$ cat config.mk
export PLATFORM = sky130hd
export DESIGN_NAME = clk_div_ctrl
export DESIGN_NICKNAME = d
export VERILOG_FILES = /design/src/rtl/clk_div_pkg.sv /design/src/rtl/clk_div_core.sv /design/src/rtl/clk_div_ctrl.sv
export SDC_FILE = /design/constraint.sdc
export NUM_CORES = 1
export LEC_CHECK = 0
export CORE_ASPECT_RATIO = 0.9
export CORE_MARGIN = 2
export CORE_UTILIZATION = 64
export DETAILED_ROUTE_END_ITERATION = 7
export GPL_TIMING_DRIVEN = 0
export PLACE_DENSITY = 0.95
export SYNTH_ARGS = -nofsm -noshare
export SYNTH_HDL_FRONTEND = slang
export SYNTH_SLANG_ARGS = --single-unit
$ cat constraint.sdc
create_clock -name CLKIn -period 5.2 [get_ports CLKIn]
set_input_delay 1.56 -clock CLKIn [delete_from_list [all_inputs] [get_ports CLKIn]]
set_output_delay 1.56 -clock CLKIn [all_outputs]
set_load 0.02 [all_outputs]
$ cat src/rtl/clk_div_pkg.sv
// Shared definitions for the divided-clock controller: FSM encoding and board constants.
package clk_div_pkg;

   typedef enum logic [1:0] {
      IDLE     = 2'd0,
      RUN      = 2'd1,
      STOPPING = 2'd2
   } state_t;

   localparam int CLK_DIV_WIDTH        = 32;
   localparam int CLK_HZ               = 50000000;
   localparam int CLK_DIV_DEFAULT_HALF = CLK_HZ / 2;

endpackage

$ cat src/rtl/clk_div_core.sv
// Half-period counter with terminal-count compare; toggles the divided clock and pulses tick on each wrap.
module clk_div_core
   import clk_div_pkg::*;
#(
   parameter int WIDTH = CLK_DIV_WIDTH
) (
   input  logic             clk,
   input  logic             srst,
   input  logic             enable,
   input  logic             clear,
   input  logic [WIDTH-1:0] half,
   output logic             tc,
   output logic             clk_out,
   output logic             tick
);

   logic [WIDTH-1:0] count_reg;

   // Equality compare is safe because half only changes on a wrap, so count never overshoots.
   assign tc = enable && !clear && (count_reg == (half - WIDTH'(1)));

   always_ff @(posedge clk) begin
      if (srst || clear) begin
         count_reg <= '0;
         clk_out   <= 1'b0;
         tick      <= 1'b0;
      end else if (enable) begin
         tick <= tc;
         if (tc) begin
            count_reg <= '0;
            clk_out   <= ~clk_out;
         end else begin
            count_reg <= count_reg + WIDTH'(1);
         end
      end else begin
         tick <= 1'b0;
      end
   end

endmodule

$ cat src/rtl/clk_div_ctrl.sv
// Divided-clock controller: start/stop sequencing and glitch-free half-period changes.
// Optional auto-stop after a burst of periods is enabled by defining CLK_DIV_CTRL_BURST_EN.
module clk_div_ctrl
   import clk_div_pkg::*;
#(
   parameter int WIDTH        = CLK_DIV_WIDTH,
   parameter int DEFAULT_HALF = CLK_DIV_DEFAULT_HALF
) (
   input  logic             CLKIn,
   input  logic             Reset,
   input  logic             CfgValid,
   input  logic [WIDTH-1:0] CfgHalf,
   output logic             CfgReady,
   input  logic             Start,
   input  logic             Stop,
   output logic             Running,
   output logic             CLKOut,
`ifdef CLK_DIV_CTRL_BURST_EN
   input  logic [15:0]      BurstLen,
   output logic             Done,
`endif
   output logic             Tick
);

   state_t           state_reg;
   logic [WIDTH-1:0] half_reg;
   logic [WIDTH-1:0] shadow_reg;
   logic             pending_reg;
   logic             tc;
   logic             stop_now;
   logic             cfg_fire;
   logic [WIDTH-1:0] cfg_val;

   assign cfg_fire = CfgValid && CfgReady;
   assign cfg_val  = (CfgHalf == '0) ? WIDTH'(1) : CfgHalf;
   // Stopping during the low phase just truncates it; the output is already low.
   assign stop_now = (state_reg == RUN) && Stop && !CLKOut;

`ifdef CLK_DIV_CTRL_BURST_EN
   logic [15:0] burst_len_reg;
   logic [15:0] burst_cnt_reg;
   logic        burst_last;

   assign burst_last = (burst_len_reg != 16'd0) && (burst_cnt_reg == burst_len_reg - 16'd1);
`endif

   clk_div_core #(
      .WIDTH(WIDTH)
   ) u_core (
      .clk     (CLKIn),
      .srst    (Reset),
      .enable  (state_reg != IDLE),
      .clear   ((state_reg == IDLE) || stop_now),
      .half    (half_reg),
      .tc      (tc),
      .clk_out (CLKOut),
      .tick    (Tick)
   );

   always_ff @(posedge CLKIn) begin
      if (Reset) begin
         state_reg   <= IDLE;
         half_reg    <= WIDTH'(DEFAULT_HALF);
         shadow_reg  <= '0;
         pending_reg <= 1'b0;
         CfgReady    <= 1'b1;
         Running     <= 1'b0;
`ifdef CLK_DIV_CTRL_BURST_EN
         burst_len_reg <= '0;
         burst_cnt_reg <= '0;
         Done          <= 1'b0;
`endif
      end else begin
`ifdef CLK_DIV_CTRL_BURST_EN
         Done <= 1'b0;
`endif
         if (cfg_fire && state_reg == IDLE) begin
            half_reg <= cfg_val;
         end else if (cfg_fire) begin
            shadow_reg  <= cfg_val;
            pending_reg <= 1'b1;
            CfgReady    <= 1'b0;
         end else if (pending_reg && (state_reg == IDLE || tc || stop_now)) begin
            half_reg    <= shadow_reg;
            pending_reg <= 1'b0;
            CfgReady    <= 1'b1;
         end

         case (state_reg)
            IDLE: begin
               if (Start && !Stop) begin
                  state_reg <= RUN;
                  Running   <= 1'b1;
`ifdef CLK_DIV_CTRL_BURST_EN
                  burst_len_reg <= BurstLen;
                  burst_cnt_reg <= '0;
`endif
               end
            end
            RUN: begin
               if (Stop) begin
                  // A stop landing on the falling wrap completes right there.
                  if (!CLKOut || tc) begin
                     state_reg <= IDLE;
                     Running   <= 1'b0;
                  end else begin
                     state_reg <= STOPPING;
                  end
               end
`ifdef CLK_DIV_CTRL_BURST_EN
               else if (tc && CLKOut) begin
                  if (burst_last) begin
                     state_reg <= IDLE;
                     Running   <= 1'b0;
                     Done      <= 1'b1;
                  end else begin
                     burst_cnt_reg <= burst_cnt_reg + 16'd1;
                  end
               end
`endif
            end
            STOPPING: begin
               if (tc) begin
                  state_reg <= IDLE;
                  Running   <= 1'b0;
               end
            end
            default: begin
               state_reg <= IDLE;
               Running   <= 1'b0;
            end
         endcase
      end
   end

endmodule

==> flow_metrics.py <==
metrics = {
    "outcome": {
        "run_status": "finished clean",
    },
    "yosys": {
        "synth_area_per_cell_sq_um": 8.02,
        "netlist.area_leader.share": 0.358,
        "synth_flop_cell": "dfxtp_1",
        "syn_nets": 757,
        "synth-edff-count": 0,
        "yosys_warnings": 0,
        "synth_area_sq_mm": 0.00576,
        "synthArstFlopShare": 0,
        "ys_types": 63,
        "synth_common_cells": "dfxtp_1 (103), nand2_1 (88), nor2_1 (70)",
        "yosysTopAreaCell": "dfxtp_1",
        "synth_seq_area_share": 0.358,
        "yosysMostFrequentCell": "dfxtp_1",
        "syn_inst": 718,
        "synth_area_leaders": "dfxtp_1 (36%), mux2i_1 (5.7%), nand2_1 (5.7%)",
        "synth-seq-cells": 103,
    },
    "timing": {
        "finalHoldViolCount": 0,
        "finalSetupViolations": 0,
        "max_freq_mhz": 240,
        "fin_skew_ns": 0.0124,
        "fin_setup_tns_ns": 0,
        "finalCriticalPeriod_ns": 4.16,
        "drv_slew": 0,
        "worstMarginPinSlew_ns": 0.946,
        "fin_ws_ns": 1.04,
        "grt_setup_unrepaired": "false",
        "timing.hold.ws_ns": 0.459,
        "max_slew_margin": 0.364,
        "min_period_over_period": 0.800,
    },
    "placed_design": {
        "gp_congestion": 0.918,
        "port_buffers": 40,
        "dp_slack_ns": 0.746,
        "dp_hpwl_mm": 11.2,
    },
    "grt": {
        "track_usage": 0.316,
        "use_met1": 0.382,
        "globalRouteMet2Util": 0.553,
        "grt_pass1_wl_mm": 24.8,
        "grt_max_degree": 18,
        "overflow": 0,
        "top_usage_layer": "met2",
        "grt_pass1_vias": 5299,
        "antenna_found_initial": 0,
        "grt_use_met3": 0.0610,
    },
    "floorplan": {
        "die_w_um": 104,
        "core_area_sq_mm": 0.00865,
        "die_h_um": 94.0,
        "die_area_sq_mm": 0.00977,
        "rows": 32,
        "io_pins": 41,
        "initial_core_util": 0.666,
    },
    "detailed_routing": {
        "viasPerCell": 6.21,
        "drtIter0Drc": 379,
        "drc": 0,
        "first_pass_iters": 5,
        "postRouteAntennaNets": 0,
        "totalWireLength_mm": 14.9,
        "vias": 5545,
        "wl_per_cell_um": 16.7,
    },
    "critical_path": {
        "cpMaxStageDelayCell": "clkdlybuf4s50_1",
        "critPathArrivalTime_ns": 4.44,
        "cpMostUsedCell": "nor4_1",
        "crit_fanout": 10,
        "start_kind": "primary input",
        "crit_chain": "clkdlybuf4s50_1 -> nand2b_1 -> a21oi_1 -> nor4_1 -> nand4_1 -> nor4_1 -> and4_1 -> or4b_1 -> buf_2 -> nand2b_2 -> buf_6 -> nor2_1",
        "slowest_delay_ns": 0.49,
        "critPathRequiredTime_ns": 5.48,
        "crit_family": "simple AND/OR/NAND/NOR gates",
        "end_kind": "flop",
        "critical_path_buf_inv_count": 3,
        "critical_path_class": "in2reg",
    },
    "clock_network": {
        "post_cts_buffers": 0,
        "tritoncts": "built",
        "holdBufCountCts": 0,
        "cts_buffers": 9,
        "clock_latency_ns": 0.39,
        "cts_root_buf": "clkbuf_8",
        "clkSinkCount": 103,
        "ctsHtreeMaxLevel": 3,
        "cts_buffer_depth": 2,
        "cts_resized": 0,
        "path_clk_slew_ns": 0.10,
    },
    "finish": {
        "antennaDiodeCount": 0,
        "nets": 808,
        "drive_gt1_frac": 0.0465,
        "areaGrowthSynthToFinish_pct": 13.0,
        "fin_util": 0.752,
        "fill_cells": 635,
    },
    "power_and_ir_drop": {
        "power_density_mw_per_mm2": 255,
        "irDropWorstVdd_v": 0.000245,
        "p_leak_nw": 2.14,
        "totalPowerFinal_w": 0.00166,
    },
    "flow_run": {
        "maxCapViolCount": 0,
    },
    "hold_path": {
        "worstHoldPathType": "reg2reg",
    },
}
worst paths after layout:
path	endpoint	from	slack, ns	depth (start not counted)
max	u_core.count_reg[7]	Stop	1.04	12
min	shadow_reg[31]	shadow_reg[31]	0.46	2
max reg2reg	u_core.count_reg[7]	half_reg[0]	1.20	12
min reg2reg	shadow_reg[31]	shadow_reg[31]	0.46	2
power by group:
group          total [W]  internal, W  switching, W
Sequential      0.000853     0.000819     0.0000341
Clock           0.000516     0.000229      0.000287
Combinational   0.000291     0.000127      0.000164
Total            0.00166      0.00117      0.000485
worst min-delay path, cell delays in order, from the launching register on:
cell and delay [ns]:
dfxtp_1 0.32, nand2_1 0.05, a21oi_1 0.05
layer usage:
layer	wire [um]	part of all wire
met1	6360	0.43
met2	7090	0.47
met3	1050	0.070
met4	442	0.030
met5	0	0
area by class of cell:
cell class / count / area, sq um / area share
inverters: 10 / 37.5 / 0.00577
plain buffers: 51 / 224 / 0.0344
well taps: 119 / 149 / 0.0229
repair buffers: 40 / 400 / 0.0615
clock inverters: 5 / 67.6 / 0.0104
clock buffers: 11 / 131 / 0.0202
flip-flops and latches: 103 / 2060 / 0.317
multi-input cells: 554 / 3430 / 0.528
metrics by stage:
step                std cells  cell area (sq um)
finish                    893               6510
global placement          877               6310
global route              893               6510
CTS                       893               6510
detailed placement        877               6310
floorplan                 718               5760
logic make-up (layout without fill, tap and decap cells):
logic type,Yosys count,after routing,synth area share
multiplexers,33,33,0.0574
flip-flops,103,103,0.358
AND/OR/NAND/NOR,335,335,0.303
XOR/XNOR,67,67,0.102
AO/OA/AOI/OAI,117,117,0.130
buffers and inverters,61,117,0.0454
adder cells (fa/ha/maj),2,2,0.00435
layout by cell type (no fill, tap or decap), drive strengths merged, types with 9 or more instances in the layout:
master         count
nor2              70
nand3             17
a211oi            16
buf                9
nor3b             21
o21ai             27
nand2             88
nand4             18
clkdlybuf4s50     40
xnor2             34
a21oi             42
mux2i             33
nor2b             14
nor3              36
clkbuf            53
xor2              33
dfxtp            103
nor4              29
inv               11
Power figures use the tool's default switching activity.
==> RTL edit 1, RTL diff (same flow settings) <==
Change the package constant `CLK_DIV_WIDTH` from 32 to 24.
--- a/src/rtl/clk_div_pkg.sv
+++ b/src/rtl/clk_div_pkg.sv
@@ -8,5 +8,5 @@
    } state_t;
 
-   localparam int CLK_DIV_WIDTH        = 32;
+   localparam int CLK_DIV_WIDTH        = 24;
    localparam int CLK_HZ               = 50000000;
    localparam int CLK_DIV_DEFAULT_HALF = CLK_HZ / 2;
Ports: changed (resized CfgHalf); port bits go from 41 to 33. No check against the original RTL was run, so the function may have changed too.
==> RTL edit 1 against the original RTL <==
Combinational power is 28% lower; utilization rose by 1.3 points; sequential cell count fell by 24; global-route usage rose by 1.1 points; worst setup slack better by 460 ps; area after synthesis is 23% lower; design area is 22% lower; wire length is 17% lower; power is 17% lower; critical path type unchanged; critical endpoint is now half_reg[14]; largest power group unchanged.
==> RTL edit 1: results (changes against the original RTL) <==
sta:
  finClkSkew_ps: 13.6  # +1.22 ps
  slew_headroom_pct: 61.7  # +25 points
synth:
  synth_top_area_share_pct: 35.5  # -0.26 points
  syn-num-nets: 598  # -21%
  synthDistinctLibCells: 52  # -17%
  netlist_top_cells_count: "nand2_1, dfxtp_1, nor2_1, a21oi_1, nand3_1"
  synth_area_leaders: "dfxtp_1, nand2_1, a21oi_1"
  yosysWarnings: 0  # unchanged
  synthCells: 567  # -21%
  synthArstFlopShare_pct: 0  # unchanged
  ys.flop_type: "dfxtp_1"
  ys_seq_area_share_pct: 35.5  # -0.26 points
clock_network:
  clk_path_buf_depth: 2  # unchanged
  holdBufCountCts: 0  # unchanged
  h-tree-depth: 3  # unchanged
  post_cts_resized: 0  # unchanged
  cts_root_buf: "clkbuf_8"
  clk_pin_slew_ps: 90
  cts-buffers-inserted: 9  # unchanged
  post_cts_buffers: 0  # unchanged
  clock_latency_ps: 360  # -30 ps
final_layout:
  n_antenna_cell: 0  # unchanged
  fin_nets: 640  # -21%
  n_fill_cell: 471  # -26%
  layout-drive-gt1-share_pct: 6.19  # +1.5 points
routing:
  wl_per_cell_um: 17.6  # +5.4%
  wl_um: 12400  # -17%
  drt_iter0_markers: 352  # -7.1%
  dr.pass1.iters: 5  # unchanged
  viasPerCell: 6.36  # +2.5%
global_route:
  grt_pass1_wl_um: 20100  # -19%
  gr-usage-all-layers_pct: 32.7  # +1.1 points
  grt_pass1_vias: 4242  # -20%
  antenna_found_initial: 0  # unchanged
  grt_max_degree: 15  # -3
placement:
  io_buffers: 31  # -23%
  hpwl_um: 9000  # -20%
  routabilityCongestion: 0.956  # +4.1%
  place_inst: 688  # -22%
outcome:
  status: "finished clean"
worst_setup_path:
  cp_max_fo: 10  # unchanged
worst_hold_path:
  min_path_type: "reg -> reg"
power:
  ir_drop_uv: 192  # -22%
  p_leak_nw: 1.67  # -22%
RTL edit 1: changes by cell type in the layout (fill, tap and decap cells not counted), moves of 10 or more:
cell,delta
o21ai_0,-20
clkbuf_1,-15
nor3b_1,-19
nor2_1,-14
nand3_1,+15
a21oi_1,+13
nand4_1,-11
nand3b_1,+10
dfxtp_1,-24
a31oi_1,+12
nor3_1,-26
mux2i_1,-19
nor4_1,-10
RTL edit 1: through the flow:
step           hold slack (ps)  cell area, µm²  util, %  setup WS, ps
3_5_place_dp               443            4870     73.2          1210
2_1_floorplan              432            4450        -          2140
5_1_grt                    487            5090     76.5          1380
6_report                   456            5090     76.5          1490
4_1_cts                    457            5090     76.5          1550
3_3_place_gp               438            4870     73.2          1260
RTL edit 1: worst max-delay path, cell delays in order:
cell and delay [ps]:
clkdlybuf4s50_1 560, nand2b_1 110, a21oi_1 460, nor3_1 130, nand3_1 130, nor4_1 60
and4_1 240, a21oi_2 270, buf_4 260, mux2i_1 210
RTL edit 1: layer usage:
metal / track usage (%) / share of wire, % / vias up
met5: 0 / 0 / -
met4: 10.7 / 3.1 / 0
met3: 8.08 / 8.7 / 49
met2: 54.3 / 47 / 279
met1: 41.7 / 41 / 2067
li1: - / - / 2084
RTL edit 1: cell families after synthesis:
group	synth area share (%)
DFF	35.5
AOI/OAI and AO/OA	14.5
buffers and inverters	4.67
xor gates and xnor gates	10.8
muxes	3.40
and+or+nand+nor	30.5
adders and majority gates	0.562
RTL edit 1: final cells by class:
cell class	count	area, µm²	area share [%]
plain buffers	39	193	3.78
clock buffers	10	128	2.51
clock inverters	6	91.3	1.79
inverters	4	15.0	0.295
multi-input cells	445	2660	52.2
flip-flops and latches	79	1580	31.1
well taps	90	113	2.21
repair buffers	31	310	6.09
RTL edit 1: path summary, 6_finish.rpt:
check                                     from        endpoint  slack [ps]  cells after the start
worst min register to register  shadow_reg[19]  shadow_reg[19]         460                      2
worst max-delay path                      Stop    half_reg[14]        1490                     10
worst max register to register     half_reg[1]    half_reg[17]        1630                     12
worst min-delay path            shadow_reg[19]  shadow_reg[19]         460                      2
RTL edit 1: power by group:
group / internal, mW / switching, mW
Clock: 0.274 / 0.240
Combinational: 0.0869 / 0.122
Sequential: 0.627 / 0.0285
Total: 0.988 / 0.391
==> RTL edit 2, RTL diff (same settings) <==
Made on the original files. Re-encode `state_t` (3 states) as one-hot, 3 bits wide.
--- a/src/rtl/clk_div_pkg.sv
+++ b/src/rtl/clk_div_pkg.sv
@@ -2,8 +2,8 @@
 package clk_div_pkg;
 
-   typedef enum logic [1:0] {
-      IDLE     = 2'd0,
-      RUN      = 2'd1,
-      STOPPING = 2'd2
+   typedef enum logic [2:0] {
+      IDLE     = 3'b001,
+      RUN      = 3'b010,
+      STOPPING = 3'b100
    } state_t;
 
Function: same outputs for any inputs over 4 cycles, from zero or initial values and one cycle with Reset high; so few cycles prove little.
==> RTL edit 2 against the original RTL <==
Non-clock buffer count is 12 lower; wire length is 1.1% higher; clock skew is 3.9 ps higher; critical path depth is 1 lower; design area is 0.83% higher; sequential cell count is 1 higher; count of clock-buffer cells in the layout is 2 lower; worst setup slack better by 50 ps; via count is 2.0% lower; die area is 0.23% higher; power is 17% higher; cell count is 3.1% lower; area after synthesis is 0.24% higher; largest power group unchanged.
==> RTL edit 2: results (changes against the original RTL) <==
worst_setup_path:
  reg2regPathDepth: 14  # +2
  crit_arrival_ps: 4380  # -60 ps
  rrSetupSlack_ps: 1260  # +60 ps
sta:
  fmax_ghz: 0.243  # +1.2%
  finClkSkew_ps: 16.2  # +3.85 ps
  slew_headroom_pct: 44.0  # +7.6 points
placement:
  hpwl_um: 11200  # -0.36%
  routabilityCongestion: 0.897  # -2.3%
  detailedPlace.worstSlack_ps: 760  # +13.7 ps
synth:
  synthDistinctLibCells: 60  # -4.8%
  syn-num-nets: 729  # -3.7%
  syn_avg_cell_area_um2: 8.36  # +4.3%
  netlist_top_cells_count: "dfxtp_1, nor2_1, nand2_1, xnor2_1, a21oi_1"
  ys_seq_area_share_pct: 36.1  # +0.26 points
routing:
  wl_per_cell_um: 17.5  # +4.4%
  viasPerCell: 6.28  # +1.1%
  drt_iter0_markers: 416  # +9.8%
power:
  pwr-share-clk_pct: 30.6  # -0.5 points
  net-switching-power_uw: 623  # +28%
  ir_drop_uv: 208  # -15%
  p_leak_nw: 2.20  # +2.5%
final_layout:
  n_fill_cell: 613  # -3.5%
  layout-drive-gt1-share_pct: 9.12  # +4.5 points
  fin_cells: 865  # -3.1%
  fin_nets: 780  # -3.5%
global_route:
  gr-usage-all-layers_pct: 31.9  # +0.29 points
  grt_pass1_wl_um: 25100  # +1.2%
  grt_max_degree: 20  # +2
  grt_pass1_vias: 5310  # +0.21%
clock_network:
  h-tree-depth: 3  # unchanged
outcome:
  status: "finished clean"
RTL edit 2: cell types whose count changed in the layout (fill, tap and decap cells not counted), moves of 4 or more:
cell and change:
nand3_1 +7, nor3_1 -6, a211oi_2 +19, inv_1 -4, nor3b_1 -21, clkbuf_1 -20
buf_4 +4, nor2_1 +17, nor4_1 -13, xnor2_1 +9, o21ai_0 -18, nand2_1 -4
xor2_1 -7
RTL edit 2: kinds of logic (layout without fill, tap and decap cells):
kind of cell | count (synthesis) | after routing | share of synthesized area (%)
compound gates | 106 | 106 | 13.4
xor+xnor | 69 | 69 | 10.5
simple gates | 326 | 326 | 29.1
mux | 38 | 38 | 6.66
buf+inv | 45 | 101 | 3.90
flops | 104 | 104 | 36.1
fa+ha+maj | 2 | 2 | 0.433
RTL edit 2: worst min-delay path by stage:
| stage | slack [ps] | cells past startpoint | start | to |
|---|---|---|---|---|
| 2_1_floorplan | 430 | 2 | shadow_reg[11] | shadow_reg[11] |
| 3_3_place_gp | 440 | 2 | shadow_reg[6] | shadow_reg[6] |
| 3_5_place_dp | 440 | 2 | shadow_reg[21] | shadow_reg[21] |
| 4_1_cts | 460 | 2 | shadow_reg[23] | shadow_reg[23] |
| 5_1_grt | 490 | 2 | shadow_reg[22] | shadow_reg[22] |
| 6_report | 470 | 2 | shadow_reg[20] | shadow_reg[20] |
RTL edit 2: worst max-delay path, cell delays in order:
cell             delay, ps
clkdlybuf4s50_1        450
nor4bb_1               160
o21bai_1               410
nand4_1                220
nor2_1                 150
nand4_1                110
or4_1                  440
nand4b_4               280
nand2b_1               300
buf_4                  220
nor2_1                  70
RTL edit 2: metal layers:
metal / part of all wire, % / track usage [%] / vias up
met3: 6.9 / 6.73 / 54
li1: - / - / 2540
met1: 42 / 39.6 / 2600
met4: 3.4 / 11.8 / 0
met2: 47 / 54.7 / 238
met5: 0 / 0 / -
RTL edit 2: area by class of cell:
class                   count  share of cell area (%)
multi-input cells         541                    52.8
flip-flops and latches    104                    31.7
repair buffers             40                    6.10
plain buffers              39                    3.09
well taps                 119                    2.27
clock buffers               9                    1.89
clock inverters             7                    1.75
inverters                   6                   0.343
RTL edit 2: stage by stage:
stage / cell area [µm²] / hold slack [ps] / util (%) / total power [mW]
2_1_floorplan: 5770 / 432 / - / 1.22
3_3_place_gp: 6320 / 437 / 73.1 / 1.33
3_5_place_dp: 6320 / 444 / 73.1 / 1.35
4_1_cts: 6560 / 465 / 75.9 / 1.93
5_1_grt: 6560 / 492 / 75.9 / 2.01
6_report: 6560 / 466 / 75.9 / 1.94
